==> src/rtl/dlyprog_sync.sv <==
// Run-time programmable delay line: delays I by 1..DEPTH enabled clock cycles, with hold, flush and fill-valid.
// Optional macro DLYPROG_BYPASS_EN: SEL=0 routes I straight to Z with VLD forced high.
module dlyprog_sync #(
   parameter int WIDTH = 1,
   parameter int DEPTH = 8,
   localparam int SELW = $clog2(DEPTH + 1)
) (
   input  logic             CLK,
   input  logic             RN,
   input  logic [WIDTH-1:0] I,
   input  logic             EN,
   input  logic             FLUSH,
   input  logic [SELW-1:0]  SEL,
   output logic [WIDTH-1:0] Z,
   output logic             VLD
);

   localparam int IDXW = (DEPTH > 1) ? $clog2(DEPTH) : 1;
   localparam logic [SELW-1:0] DEPTH_S = SELW'(DEPTH);
   localparam logic [SELW-1:0] ONE_S   = SELW'(1);

   logic [WIDTH-1:0] r_stage [DEPTH];
   logic [SELW-1:0]  r_fill_cnt;

   logic [SELW-1:0]  w_sel_eff;
   logic [SELW-1:0]  w_tap;
   logic [WIDTH-1:0] w_tap_data;
   logic             w_tap_vld;

   // Shift register: stage 0 captures I, every later stage takes its predecessor.
   generate
      for (genvar gi = 0; gi < DEPTH; gi++) begin : g_stage
         logic [WIDTH-1:0] w_src;
         if (gi == 0) begin : g_head
            assign w_src = I;
         end else begin : g_body
            assign w_src = r_stage[gi-1];
         end

         always_ff @(posedge CLK or negedge RN) begin
            if (!RN) begin
               r_stage[gi] <= '0;
            end else if (FLUSH) begin
               r_stage[gi] <= '0;
            end else if (EN) begin
               r_stage[gi] <= w_src;
            end
         end
      end
   endgenerate

   // Fill counter saturates so VLD can never fall back through wrap-around.
   always_ff @(posedge CLK or negedge RN) begin
      if (!RN) begin
         r_fill_cnt <= '0;
      end else if (FLUSH) begin
         r_fill_cnt <= '0;
      end else if (EN && (r_fill_cnt != DEPTH_S)) begin
         r_fill_cnt <= r_fill_cnt + ONE_S;
      end
   end

   // Ternaries keep an unknown SEL visible as X on the outputs only.
   assign w_sel_eff  = (SEL == '0) ? ONE_S : ((SEL > DEPTH_S) ? DEPTH_S : SEL);
   assign w_tap      = w_sel_eff - ONE_S;
   assign w_tap_data = r_stage[w_tap[IDXW-1:0]];
   assign w_tap_vld  = (r_fill_cnt >= w_sel_eff);

`ifdef DLYPROG_BYPASS_EN
   assign Z   = (SEL == '0) ? I    : w_tap_data;
   assign VLD = (SEL == '0) ? 1'b1 : w_tap_vld;
`else
   assign Z   = w_tap_data;
   assign VLD = w_tap_vld;
`endif

endmodule

==> config.mk <==
export PLATFORM = sky130hd
export DESIGN_NAME = dlyprog_sync
export DESIGN_NICKNAME = d
export VERILOG_FILES = /design/src/rtl/dlyprog_sync.sv
export SDC_FILE = /design/constraint.sdc
export NUM_CORES = 1
export LEC_CHECK = 0
export ABC_CLOCK_PERIOD_IN_PS = 2500
export BUFFER_PORTS_ARGS = -buffer_cell sky130_fd_sc_hd__buf_2
export CAP_MARGIN = 5
export CORE_MARGIN = 4
export CORE_UTILIZATION = 54
export CTS_BUF_LIST = sky130_fd_sc_hd__clkbuf_4 sky130_fd_sc_hd__clkbuf_8 sky130_fd_sc_hd__clkbuf_16
export DETAILED_ROUTE_END_ITERATION = 6
export HOLD_SLACK_MARGIN = 0.06
export PLACE_DENSITY = 0.85
export SKIP_LAST_GASP = 1
export SYNTH_ARGS = -nofsm -noshare
export SYNTH_HDL_FRONTEND = slang
export SYNTH_SLANG_ARGS = --single-unit
==> constraint.sdc <==
create_clock -name CLK -period 2.5 [get_ports CLK]
set_clock_uncertainty 0.1 [all_clocks]
set_input_delay 0.375 -clock CLK [delete_from_list [all_inputs] [get_ports CLK]]
set_output_delay 0.375 -clock CLK [all_outputs]
set_load 0.1 [all_outputs]
### Word-level counts from Yosys, hierarchy flattened

Cells that the tools add are included.

* add/sub/neg operators: 2
* $lt $le $gt $ge: 3
* equality and inequality tests: 1
* muxes and demuxes: 23
* bitwise logic cells: 1
* reduce and logical (&&, ||, !) cells: 4

Operator list (count)
* $mux 1: 18
* $mux 4: 4
* $add 4x1->4 const B: 1
* $ge 4x4->1: 1
* $ge 4x4->1 const B: 1
* $gt 4x4->1 const B: 1
* $logic_not 4->1: 1
* $ne 4x4->1 const B: 1
* $not 3->4: 1
* $reduce_bool 2->1: 2
* $bmux 1 s3: 1
* $sub 3x1->3 const B: 1
* $logic_and 1x1->1: 1

* flip-flop bits (word level): 12
* bits of input ports: 9
* word-level logic and storage cells: 43

### Longest topological paths before layout

* depth in word-level cells: 8
* depth in mapped cells: 8

### Worst setup path after synthesis

No wires, ideal clock.

* path kind: input-to-output
* from: input port SEL[1]
* to: output port Z
* arrival time: 3.723 ns
* data required time: 2.025 ns
* setup slack: -1.698 ns
* stages: 6
* buffers on the path: 0
* path through: o21ba_4 > or2_4 > ha_1 > inv_1 > mux4_2 > a211oi_1

* longest elaborated chain between the ends: 8
* elaborated cells on any way between the ends: 9
* those cells by class: add/sub (1); order compare (1); mux (5); bitwise (1); reduce/logical (1)

RTL lines
* from (decl): line 13 `input logic [SELW-1:0] SEL,`
* $gt 4x4->1: line 64 `assign w_sel_eff = (SEL == '0) ? ONE_S : ((SEL > DEPTH_S) ? DEPTH_S : SEL);`
* $mux 4: line 64
* $mux 4 (*): line 64
* $sub 3x1->3 (*): line 65 `assign w_tap = w_sel_eff - ONE_S;`
* $not 3->4 (not written as such) (*): line 66 `assign w_tap_data = r_stage[w_tap[IDXW-1:0]];`
* $bmux 1 s3 (*): line 66
* $mux 1 (not written as such) (*) (2 in series): line 66
* to (decl): line 14 `output logic [WIDTH-1:0] Z,`

Mark *: on every way between the ends. The rest lies on a longest branch, timed or not. The select of a mux whose other input is x is not followed.

### Final worst setup path

Same ends and word-level chain as after synthesis.

==> summary.txt <==
Drt
  – Drc violations: 0
  – Number of routed nets with antenna violations: 0
  – Routed met3 length: around 100 µm
  – Drt total wl: 1647 µm
  – Average wire per cell in the routed design: 14.32 µm
  – Highest metal used: met4
  – M1 WL: 705 µm
  – Routed via count: between 600 and 700
  – First drt pass iteration count: 4
  – Via density: 5.409
  – Initial DRC Count: 9
  – Routed met2 length: 798 µm

Yosys
  – Yosys warning count: 0
  – Register area share after synthesis: 39.41%
  – Cell area after synthesis: 762.0 µm²
  – Synthesized area per cell: 9.896 µm²
  – Post-synth net total: 93
  – #FFs+latches synth: 12
  – Synthesized netlist cell count: 77
  – Netlist cell types: 25

Placement
  – Dpl ws: -141.5 ps
  – Detail Placement HPWL: between 1000 and 1500 µm
  – PortBufs: 10
  – GPL Wtd Cong: roughly 0.76

Floorplanning
  – Ports: 11
  – Starting density of the core: 57.83%
  – Chip width: 45.57 µm
  – Row Count: 13
  – Die H: 45.57 µm
  – Core box area: 1318 µm²
  – Die ar.: 2076 µm²

Layout
  – Most frequent cells in the layout: dfrtp_1 (12), nor2_1 (11), buf_4 (10), inv_1 (9), mux2i_1 (8)
  – Share of cells above drive strength 1: roughly a third
  – Most common cell after layout, fill and taps aside: dfrtp_1
  – Syn-to-layout area delta: 35.80%
  – Ant diodes: 0
  – Post-layout nets: 118

Worst setup path
  – Worst setup EP type: output pin
  – CP max FO: 3
  – Crit Path Class: input port to output pin
  – Worst EP required: just over 2000 ps
  – Critical Path Source Type: input port
  – WP data arrival: around 2100 ps

Global route
  – Tot GR Track Use: 18.35%
  – First-pass GRT wire length: between 2000 and 3000 µm
  – Antenna violations before repair: 0
  – Grt ovf: 0
  – Largest net degree at the start of global routing: 13
  – Vias in the first global route: 578

Power
  – VDD IR max: 294.2 µV
  – Pleak: 0.5110 nW
  – Power per cell area: 470.4 nW/µm²

STA
  – Slew at the pin closest to its max-slew limit: about 290 ps
  – Final min period: between 2000 and 3000 ps
  – Hold Violations, Final: 0
  – Slew HR: 80.29%
  – Period utilisation layout: 101.7%
  – TNS Setup: -74.15 ps
  – Endpoints failing setup: 2
  – Final worst slack: -41.29 ps
  – Final Max Tran Viols: 0
  – Max Freq: between 300 and 400 MHz
  – RSZ-0062 raised after global routing: yes

Min path
  – Hold WC Path Type: input port to flop

Clocking
  – CTS root buffer: clkbuf_4
  – # H-tree levels: 1
  – Clk_lat worst skew: 260 ps
  – CTS tree: built
  – Clock sink total: 12
  – Clock slew at reported path FFs: 70 ps
  – Cts bufs inserted: 3
  – CTS Buffer Depth: 2

Run
  – Max-cap viol count: 0

Outcome
  – Failing checks: setup timing
  – Status: complete, but fails checks
## state kept, by name, indices dropped and copies added (netlist names)
name and cells:
g_stage.w_src 7, r_fill_cnt 4, r_stage 1
## routing by layer
metal	track usage (%)	up-vias
met4	10.53	0
met3	3.557	4
met2	29.25	20
li1	-	306
met1	22.92	292
met5	0	-
## worst paths after layout
check	from	endpoint	slack [ps]	depth (start not counted)
setup reg to reg	r_fill_cnt[0]$_DFFE_PN0P_	r_fill_cnt[0]$_DFFE_PN0P_	1140	6
min in group asynchronous	RN	g_stage[2].w_src$_DFFE_PN0P_	410	2
setup / recovery	SEL[1]	Z	-40	8
hold / removal	I	g_stage[1].w_src$_DFFE_PN0P_	260	3
max in group asynchronous	RN	r_fill_cnt[1]$_DFFE_PN0P_	1670	2
hold reg to reg	r_stage[0]$_DFFE_PN0P_	r_stage[0]$_DFFE_PN0P_	440	2
## cell families (layout without fill, tap and decap cells)
kind of cell / Yosys count / in the layout / share of synthesized area, %
compound gates: 8 / 8 / 8.866
xor+xnor: 4 / 4 / 4.599
fa+ha+maj: 7 / 7 / 11.49
buf+inv: 12 / 35 / 5.910
flops: 12 / 12 / 39.41
mux: 9 / 9 / 13.46
simple gates: 25 / 25 / 16.26
## stage by stage
stage | util, % | total power, mW | hold slack [ps] | std cells | instance area [µm²]
after detailed placement | 69.52 | 0.3546 | 166.9 | 107 | 915.9
after floorplan | - | 0.3031 | -20.59 | 77 | 787.0
final | 78.54 | 0.4867 | 259.5 | 115 | 1035
after global placement | 69.52 | 0.3491 | 160.3 | 107 | 915.9
after global routing | 78.54 | 0.5161 | 292.7 | 115 | 1035
after CTS | 75.50 | 0.4815 | 251.3 | 113 | 994.7
## synth_stat cells
library cell  count  area, µm²
ha_1              7      87.58
nand3b_1          1      7.510
clkbuf_1          1      3.750
nor2_1           11      41.29
o21ba_4           1      16.27
inv_1             9      33.78
nand3_1           2      10.01
nor3b_1           2      15.01
nand2b_1          2      12.51
nand4_1           1      6.260
a2111oi_0         1      8.760
mux2i_1           8      80.08
nor3_1            1      5.000
dfrtp_1          12      300.3
nand2_1           3      11.26
inv_2             1      3.750
or2_4             1      8.760
xor2_1            3      26.28
nor4_1            1      6.260
mux4_2            1      22.52
a21o_1            3      22.52
buf_1             1      3.750
a21oi_1           1      5.000
xnor2_1           1      8.760
a211oi_1          2      15.01
## timing repair
| item | in CTS | in global routing |
|---|---|---|
| hold buffers | 1 | 0 |
| endpoints found under the hold margin | 12 | 0 |
| gates resized for setup | 7 | 4 |
| pin swaps | 0 | 1 |
| endpoints found under the setup margin | 2 | 2 |
| buffers inserted | 2 | 2 |
## layout make-up
class                           count  area, µm²
Multi-Input combinational cell     53      466.7
Fill cell                          86      282.8
Inverter                           10      37.54
Tap cell                           15      18.77
Clock buffer                        3      22.52
Sequential cell                    12      300.3
Timing Repair Buffer               22      188.9
## power by group
part	internal, mW	total (mW)	switching [mW]	leakage, nW
Clock	0.0556	0.110	0.0545	0.0138
Combinational	0.0794	0.172	0.0930	0.332
Sequential	0.199	0.204	0.00504	0.165
Total	0.334	0.487	0.153	0.511
## worst max-delay path, stage by stage
cell and delay, ps:
buf_6 100, o21ba_4 210, or2_4 250, inv_2 70, buf_6 90, mux4_2 510
a211oi_4 260, buf_12 210
No activity file was read; power rests on OpenSTA's default activity.
